===== src/rtl/prco_fetch.sv =====
// prco_fetch: instruction fetch stage for the prco core.
// Holds the PC, issues one request per fetch enable to local memory,
// latches the returned word and hands it to decode as a one-cycle pulse.
// Branch redirects, decode stalls and memory timeouts are handled here.
module prco_fetch #(
  parameter logic [15:0] P_RESET_PC = 16'h0000,
  parameter int          P_TIMEOUT  = 4
) (
  input  logic        i_clk,
  input  logic        i_reset,
  input  logic        i_ce_fetch,
  input  logic        i_stall,
  input  logic        i_branch_en,
  input  logic [15:0] i_branch_addr,
  output logic        q_mem_ce_fetch,
  output logic [15:0] q_mem_addr,
  input  logic        i_mem_ce_dec,
  input  logic [15:0] i_mem_douta,
  output logic [15:0] q_instr,
  output logic [15:0] q_instr_pc,
  output logic        q_ce_dec,
  output logic [15:0] q_pc,
  output logic        q_busy
);

  typedef enum logic [1:0] {
    S_IDLE = 2'd0,
    S_REQ  = 2'd1,
    S_WAIT = 2'd2,
    S_HOLD = 2'd3
  } state_t;

  state_t      state, state_nxt;
  logic        busy_nxt;
  logic [15:0] pc_nxt;
  logic [15:0] instr_nxt;
  logic [15:0] instr_pc_nxt;
  logic [15:0] mem_addr_nxt;
  logic        mem_ce_nxt;
  logic        ce_dec_nxt;
  logic        discard, discard_nxt;
  logic [3:0]  count, count_nxt;

  // State and output registers; every output is driven straight from a flop.
  always_ff @(posedge i_clk or posedge i_reset) begin
    if (i_reset) begin
      state          <= S_IDLE;
      q_busy         <= 1'b0;
      q_pc           <= P_RESET_PC;
      q_instr        <= 16'h0000;
      q_instr_pc     <= 16'h0000;
      q_mem_addr     <= 16'h0000;
      q_mem_ce_fetch <= 1'b0;
      q_ce_dec       <= 1'b0;
      discard        <= 1'b0;
      count          <= 4'd0;
    end else begin
      state          <= state_nxt;
      q_busy         <= busy_nxt;
      q_pc           <= pc_nxt;
      q_instr        <= instr_nxt;
      q_instr_pc     <= instr_pc_nxt;
      q_mem_addr     <= mem_addr_nxt;
      q_mem_ce_fetch <= mem_ce_nxt;
      q_ce_dec       <= ce_dec_nxt;
      discard        <= discard_nxt;
      count          <= count_nxt;
    end
  end

  // Next-state and next-output logic; a branch overrides the PC last so it wins.
  always_comb begin
    state_nxt    = state;
    pc_nxt       = q_pc;
    instr_nxt    = q_instr;
    instr_pc_nxt = q_instr_pc;
    mem_addr_nxt = q_mem_addr;
    mem_ce_nxt   = 1'b0;
    ce_dec_nxt   = 1'b0;
    discard_nxt  = discard;
    count_nxt    = count;

    case (state)
      S_IDLE: begin
        if (!i_branch_en && i_ce_fetch) begin
          state_nxt    = S_REQ;
          mem_addr_nxt = q_pc;
          mem_ce_nxt   = 1'b1;
        end
      end

      S_REQ: begin
        count_nxt = 4'd0;
        state_nxt = S_WAIT;
        if (i_branch_en) begin
          discard_nxt = 1'b1;
        end
      end

      S_WAIT: begin
        count_nxt = count + 4'd1;
        if (i_mem_ce_dec) begin
          if (i_branch_en) begin
            // Response collides with a redirect: drop it and go fetch the target.
            state_nxt    = S_REQ;
            mem_addr_nxt = i_branch_addr;
            mem_ce_nxt   = 1'b1;
            discard_nxt  = 1'b0;
          end else if (discard) begin
            state_nxt    = S_REQ;
            mem_addr_nxt = q_pc;
            mem_ce_nxt   = 1'b1;
            discard_nxt  = 1'b0;
          end else begin
            instr_nxt    = i_mem_douta;
            instr_pc_nxt = q_mem_addr;
            pc_nxt       = q_mem_addr + 16'd1;
            if (i_stall) begin
              state_nxt = S_HOLD;
            end else begin
              ce_dec_nxt = 1'b1;
              state_nxt  = S_IDLE;
            end
          end
        end else begin
          if (i_branch_en) begin
            discard_nxt = 1'b1;
          end
          // No answer within the window: re-issue the same address.
          if (count_nxt == 4'(P_TIMEOUT)) begin
            state_nxt  = S_REQ;
            mem_ce_nxt = 1'b1;
          end
        end
      end

      S_HOLD: begin
        if (i_branch_en) begin
          state_nxt = S_IDLE;
        end else if (!i_stall) begin
          ce_dec_nxt = 1'b1;
          state_nxt  = S_IDLE;
        end
      end

      default: begin
        state_nxt = S_IDLE;
      end
    endcase

    if (i_branch_en) begin
      pc_nxt = i_branch_addr;
    end

    busy_nxt = (state_nxt != S_IDLE);
  end

endmodule


===== config.mk =====
export PLATFORM = sky130hd
export DESIGN_NAME = prco_fetch
export DESIGN_NICKNAME = d
export VERILOG_FILES = /design/src/rtl/prco_fetch.sv
export SDC_FILE = /design/constraint.sdc
export NUM_CORES = 1
export LEC_CHECK = 0
export ABC_AREA = 0
export CAP_MARGIN = 30
export CORE_ASPECT_RATIO = 1.2
export CORE_MARGIN = 3
export CORE_UTILIZATION = 50
export DETAILED_ROUTE_END_ITERATION = 7
export PLACE_DENSITY = 0.94
export SLEW_MARGIN = 20
export SYNTH_ARGS = -nofsm -noshare
export SYNTH_HDL_FRONTEND = slang
export SYNTH_SLANG_ARGS = --single-unit

===== constraint.sdc =====
create_clock -name i_clk -period 4.2 [get_ports i_clk]
set_clock_uncertainty 0.1 [all_clocks]
set_input_delay 1.05 -clock i_clk [delete_from_list [all_inputs] [get_ports i_clk]]
set_output_delay 1.05 -clock i_clk [all_outputs]
set_load 0.05 [all_outputs]

---- Word level (Yosys, flattened, before mapping) ----
Cells that the tools add are included.
operators by class
  mux-type cells .......................... 34
  order comparisons ....................... 0
  add/sub/neg operators ................... 2
  eq/ne operators ......................... 8
  $mul .................................... 0
  divide/modulo/power cells ............... 0
  bitwise operators ....................... 2
  reduce and logical (&&, ||, !) cells .... 11
  shifts and indexed selects .............. 0
operator list
  operator                                             count
  2-to-1 mux 16 bit                                    8
  case mux 16 bit (2 select lines)                     1
  adder 16 x 1 -> 16 bit, second input constant        1
  2-to-1 mux 2 bit                                     8
  2-to-1 mux 1 bit                                     12
  nonzero test 2 bit                                   5
  case mux 2 bit (4 select lines)                      1
  case mux 4 bit (2 select lines)                      1
  AND reduction 4 bit                                  2
  inequality test 2 bit, second input constant         3
  case mux 1 bit (2 select lines)                      3
  adder 4 x 1 -> 4 bit, second input constant          1
  equality test 2 bit, second input constant           2
  equality test 4 x 3 -> 1 bit, second input constant  1
  inequality test 3 bit, second input constant         1
  AND reduction 3 bit                                  1
  equality test 2 x 1 -> 1 bit, second input constant  1
  zero test 2 bit                                      1
  NOT 1 bit                                            2
  logical AND 1 bit                                    1
  zero test 1 bit                                      1
word-level totals
  bits in writable memories ............... 0
  output and inout port bits .............. 67
  latch bits .............................. 0
  ROM bits ................................ 0
  input bits .............................. 38
  memories kept ........................... 0
  bits in registers ....................... 74

---- Logic depth before layout (Yosys ltp) ----
Gate-level depths: netlist (run 1).
  depth in word-level cells ............... 6
  gate-level depth with buffers ........... 9

---- Worst setup path after synthesis (run 1) ----
Ideal clock, no wire load.
  path type ............................... input port to flip-flop
  start ................................... input i_stall
  end ..................................... register q_busy
  library setup time ...................... 0.124 ns
  slack ................................... 1.989 ns
  buffers on the path ..................... 0
  stages on the path ...................... 5
  data arrival time ....................... 1.987 ns
  required time ........................... 3.976 ns
  path through ............................ nor3_1 -> nand2_1 -> a221oi_2 -> o221ai_1 -> or2_1
between the ends
  word-level cells in the longest chain between the ends .. 6
  elaborated cells on any way between the ends .. 8
  those cells by class .................... 7 x mux; 1 x reduce/logical
ends and longest elaborated chain
  what                               RTL line  RTL
  start: declaration                 12        input logic i_stall,
  2-to-1 mux 2 bit                   118       if (i_stall) begin
  2-to-1 mux 2 bit                   109       end else if (discard) begin
  2-to-1 mux 2 bit                   103       if (i_branch_en) begin
  2-to-1 mux 2 bit                   102       if (i_mem_ce_dec) begin
  case mux 2 bit (4 select lines) *  83        case (state)
  named net state_nxt[0]             33        state_t state, state_nxt;
  nonzero test 2 bit *               155       busy_nxt = (state_nxt != S_IDLE);
  named net busy_nxt                 34        logic busy_nxt;
  end signal: assignment             59        q_busy <= busy_nxt;
  end: declaration                   23        output logic q_busy
The timed path passes the listed nets; every way through them passes the cells marked *.
A chain may end at the register's enable or synchronous reset.

---- Worst setup path after layout (run 1) ----
  start ................................... register q_mem_addr[0]
  end ..................................... output q_mem_addr[0]
RTL lines
  what                      RTL line  RTL
  start: declaration        16        output logic [15:0] q_mem_addr,
  start signal: assignment  63        q_mem_addr <= mem_addr_nxt;
No word-level cell between the ends.

==> results of run 1 <==
## flip-flops by register name (all words and copies together), names as in the netlist
register        cells
q_mem_addr         16
discard             1
q_instr_pc         16
q_busy              1
q_mem_ce_fetch      1
q_ce_dec            1
state               2
count               4
q_instr            16
q_pc               16
## cell families (layout without fill, tap and decap cells)
| group | after synthesis | after routing | share of synthesized area [%] |
|---|---|---|---|
| buffers and inverters | 28 | 132 | 3.29 |
| flip-flops | 74 | 74 | 51.8 |
| multiplexers | 19 | 19 | 5.32 |
| XOR/XNOR | 14 | 14 | 3.43 |
| adder cells (fa/ha/maj) | 6 | 6 | 2.10 |
| AO/OA/AOI/OAI | 63 | 63 | 10.5 |
| AND/OR/NAND/NOR | 184 | 184 | 23.6 |
## power by group
part / internal [mW] / switching, mW
logic: 0.705 / 1.39
registers: 0.976 / 0.273
clock network: 0.290 / 0.265
total: 1.97 / 1.93
## cells in the final DEF, fill, tap and decap left out, types with 7 or more instances in the layout
cell type / Yosys / final
nand2_1: 134 / 134
nor2_1: 10 / 9
inv_1: 8 / 7
mux2i_1: 19 / 19
dfrtp_1: 74 / 74
a21oi_1: 12 / 12
clkbuf_8: 0 / 10
clkdlybuf4s50_1: 0 / 104
xnor2_1: 8 / 8
o21ai_1: 31 / 31
## layer usage
metal	share of wire [%]	wire length, µm
met3	6.3	580
met1	40	3660
met4	2.8	256
met2	51	4660
met5	0	0
## through the flow
step                total power [mW]  hold slack [ns]  instance area (µm²)  util, %
finish                          3.90            0.377                 4890     70.9
global route                    4.09            0.409                 4890     70.9
CTS                             3.92            0.380                 4890     70.9
detailed placement              3.35            0.361                 4680     67.9
global placement                3.28            0.357                 4680     67.9
floorplan                       2.63            0.367                 3570        -
## final timing paths
| kind | from | end | cells after the start |
|---|---|---|---|
| worst max-delay path | q_mem_addr[0] | q_mem_addr[0] | 1 |
| worst min register to register | q_instr[2] | q_instr[2] | 2 |
| max in group asynchronous | i_reset | q_instr_pc[12] | 3 |
| min in group asynchronous | i_reset | q_ce_dec | 2 |
| worst min-delay path | q_instr[2] | q_instr[2] | 2 |
| worst max register to register | state[0] | q_pc[11] | 6 |
## cell type report
cell class	instances	area, µm²
fillers	470	2010
flip-flops and latches	74	1850
multi-input cells	286	1610
repair buffers	108	1080
clock buffers	10	138
well taps	87	109
clock inverters	6	66.3
inverters	8	30.0
==> results.cfg, run 1 <==
[run_status]
outcome = completed

[synthesis]
yosysTopAreaCell = dfrtp_1
synth_top_area_share_pct = 51.8
ys_seq_area_share_pct = 51.8
synth.cell_area_um2 = 3570
ys_ff_latch = 74
synthesis.instances = 388
synth.top_cells.by_area = dfrtp_1 (52%), nand2_1 (14%), mux2i_1 (5.3%)
synth.most_common_cell = nand2_1
syn_area_per_cell_um2 = 9.21
syn_nets = 432
ys.flop_type = dfrtp_1
synth_edf_count = 0
synth_warnings = 0
synth-async-reset-ratio_pct = 100
ys_types = 43
yosys-top-cells-count = nand2_1 (134), dfrtp_1 (74), o21ai_1 (31)

[floorplan]
initial_core_util_pct = 51.8
die_w_um = 83.2
io_pins = 105
die-area_um2 = 8200
die_y_um = 98.6
fp.coreArea_um2 = 6900
core.rowCount = 33

[routing]
viasPerCell = 5.54
wl_per_cell_um = 15.8
vias = 3209
wirelength_um = 9160
drt_iter0_markers = 225
dr.pass1.iters = 4
drc = 0
ant_nets = 0

[min_path]
hp-class = reg2reg

[place]
numPortBuffers = 104
place.gp.congestion = 0.880
post-place-ws_ns = 1.01
hpwl_um = 6470
placed_cells = 563

[timing]
worst_pin_slew_ns = 0.671
period_share_pct = 70.7
slew_headroom_pct = 55.2
period_needed_ns = 2.97
setup_tns_ns = 0
final-hold-violation-count = 0
setup_viol = 0
fin_ws_ns = 1.23
slew_viol_final = 0
fmax_mhz = 337
rsz0062_at_grt = no

[setup_path]
path_class = reg2out
cp_cell_sequence = clkdlybuf4s50_1
critPathCaptureType = primary output
crit_arrival_ns = 1.82
critPathBufInv = 1
path_max_fanout = 8
required_ns = 3.05
cp_top_family = buffers and inverters
crit_path_start_kind = flop
cp_slowest_stage_delay_ns = 0.89
cp_slowest_cell = clkdlybuf4s50_1
reg2reg_slack_ns = 1.73

[pwr]
leakagePower_nw = 2.23
peakVddDrop_v = 0.000426
p_per_area_nw_per_um2 = 799

[clocking]
clockBufferDepth = 2
cts.clk_slew.worst_paths_ns = 0.08
ctsResizeCount = 0
cts_buffers = 9
tritoncts = built
cts_sinks = 74
htree_levels = 3
cts_root_buf = clkbuf_8
holdBufCountCts = 0
cts_setup_buffers = 0
clock_latency_ns = 0.35

[final_layout]
area_growth_pct = 36.7
antenna_cells = 0
drive_above_1_share_pct = 7.11
final_cells = 579
nets = 531

[global_route]
grt_max_degree = 45
grt_pass1_wl_um = 14900
grt_usage_pct = 22.5
antenna_found_initial = 0
grt-busiest-layer = met2
grt_overflow = 0
grt_pass1_vias = 3171
use_met2_pct = 39.3
use_met3_pct = 4.60
grt_util_met1_pct = 26.6

[flow_run]
drv_cap = 0
Note: power is estimated with default switching activity, not from simulation.
==> inputs of run 2 (changes only) <==
--- a/config.mk
+++ b/config.mk
@@ -9,9 +9,9 @@
 export CAP_MARGIN = 30
 export CORE_ASPECT_RATIO = 1.2
 export CORE_MARGIN = 3
-export CORE_UTILIZATION = 50
+export CORE_UTILIZATION = 43
 export DETAILED_ROUTE_END_ITERATION = 7
-export PLACE_DENSITY = 0.94
+export PLACE_DENSITY = 0.87
 export SLEW_MARGIN = 20
 export SYNTH_ARGS = -nofsm -noshare
 export SYNTH_HDL_FRONTEND = slang
==> constraint.sdc (replaced) <==
create_clock -name i_clk -period 2.5 [get_ports i_clk]
set_clock_uncertainty 0.1 [all_clocks]
set_input_delay 0.625 -clock i_clk [delete_from_list [all_inputs] [get_ports i_clk]]
set_output_delay 0.625 -clock i_clk [all_outputs]
set_load 0.05 [all_outputs]
==> results.cfg, run 2 (synthesis gave the netlist of run 1 again) <==
[run_status]
outcome = completed

[setup_path]
cp.depth = 1
path_class = reg2out
reg2reg_slack_ns = 0.30
crit_end = q_mem_addr[9]
ff2ff_path_depth = 7
cp_top_family = buffers and inverters
path_max_fanout = 6
critPathBufInv = 1
cp-startpoint = q_mem_addr[9]
crit_path_start_kind = flop
crit_arrival_ns = 1.71
reg2reg_to = q_mem_addr[3]
cp_slowest_stage_delay_ns = 0.86
cp_slowest_cell = clkdlybuf4s50_1
cp_cell_sequence = clkdlybuf4s50_1
required_ns = 1.77
r2r-start = state[0]
critPathCaptureType = primary output

[global_route]
antenna_found_initial = 0
grt_usage_pct = 21.1
grt_pass1_vias = 3137
grt_overflow = 0
grt_max_degree = 44
grt_pass1_wl_um = 15500

[clocking]
clock_latency_ns = 0.35
htree_levels = 3
cts_buffers = 9
clockBufferDepth = 2
tritoncts = built
cts_root_buf = clkbuf_8
cts.clk_slew.worst_paths_ns = 0.07
cts_sinks = 74

[timing]
slew_headroom_pct = 63.2
fin_ws_ns = 0.0679
slew_viol_final = 0
worst_pin_slew_ns = 0.550
setup_viol = 0
setup_tns_ns = 0
rsz0062_at_grt = no
final-hold-violation-count = 0
fmax_mhz = 411
period_needed_ns = 2.43
period_share_pct = 97.3

[pwr]
p_total_mw = 6.66
p_per_area_nw_per_um2 = 1320
leakagePower_nw = 2.33
peakVddDrop_v = 0.000588

[final_layout]
nets = 543
utilization_pct = 63.9
final_area_um2 = 5040
regArea_um2 = 1850
final_common_cell = nand2_1
multi_input_area_um2 = 1610
area_growth_pct = 41.0
final_cell_mix = nand2_1 (134), clkdlybuf4s50_1 (102), dfrtp_1 (74), o21ai_1 (31), mux2i_1 (19)
antenna_cells = 0
nFillCells = 642
drive_above_1_share_pct = 9.15

[place]
numPortBuffers = 104
dpl_cell_area_um2 = 4830
post-place-ws_ns = 0.0442
hpwl_um = 6940
place.gp.congestion = 0.855

[flow_run]
drv_cap = 0

[floorplan]
fp.coreArea_um2 = 7880
io_pins = 105
die_w_um = 89.2
die_y_um = 106
core.rowCount = 35
initial_core_util_pct = 45.3
die-area_um2 = 9450

[routing]
drc = 0
wl_per_cell_um = 15.9
dr.pass1.iters = 4
drt_iter0_markers = 254
vias = 3164
ant_nets = 0
wirelength_um = 9450
viasPerCell = 5.32

[min_path]
hp-class = reg2reg
==> run 2: layout make-up <==
| type | count | share of cell area, % |
|---|---|---|
| clock buffer | 13 | 3.35 |
| timing repair buffer | 120 | 24.3 |
| sequential | 74 | 36.8 |
| clock inverter | 2 | 0.695 |
| inverter | 8 | 0.670 |
| tap | 92 | 2.28 |
| multi-input combinational | 286 | 32.0 |
==> run 2: routing by layer <==
layer / GRT usage [%] / up-vias / wire [µm]
li1: - / 1512 / -
met2: 33.8 / 113 / 4670
met4: 10.7 / 0 / 308
met3: 3.67 / 22 / 538
met5: 0 / - / 0
met1: 26.9 / 1517 / 3930
==> run 2: power breakdown <==
group / internal, mW / switching (mW) / total, mW / leakage (nW)
clock network: 0.537 / 0.426 / 0.963 / 0.106
logic: 1.26 / 2.40 / 3.66 / 1.28
registers: 1.64 / 0.396 / 2.04 / 0.941
total: 3.44 / 3.22 / 6.66 / 2.33
==> run 2: timing repair <==
action                                  in CTS  in global routing
buffers inserted                             0                  0
endpoints found under the setup margin       0                  1
resized for setup                            0                  1
hold buffers                                 0                  0
==> run 2: worst min-delay path by stage <==
stage	start	end	slack, ns	cells past startpoint
2_1_floorplan	count[3]	count[3]	0.37	1
3_5_place_dp	q_instr[12]	q_instr[12]	0.36	2
6_report	q_instr[4]	q_instr[4]	0.38	2
5_1_grt	q_instr[8]	q_instr[8]	0.41	2
3_3_place_gp	q_instr[4]	q_instr[4]	0.36	2
4_1_cts	q_instr[8]	q_instr[8]	0.38	2
==> run 2: stage by stage <==
step / std cells / hold WS, ns
final: 595 / 0.376
after global routing: 595 / 0.406
after CTS: 595 / 0.380
after detailed placement: 580 / 0.362
after global placement: 580 / 0.357
after floorplan: 388 / 0.367
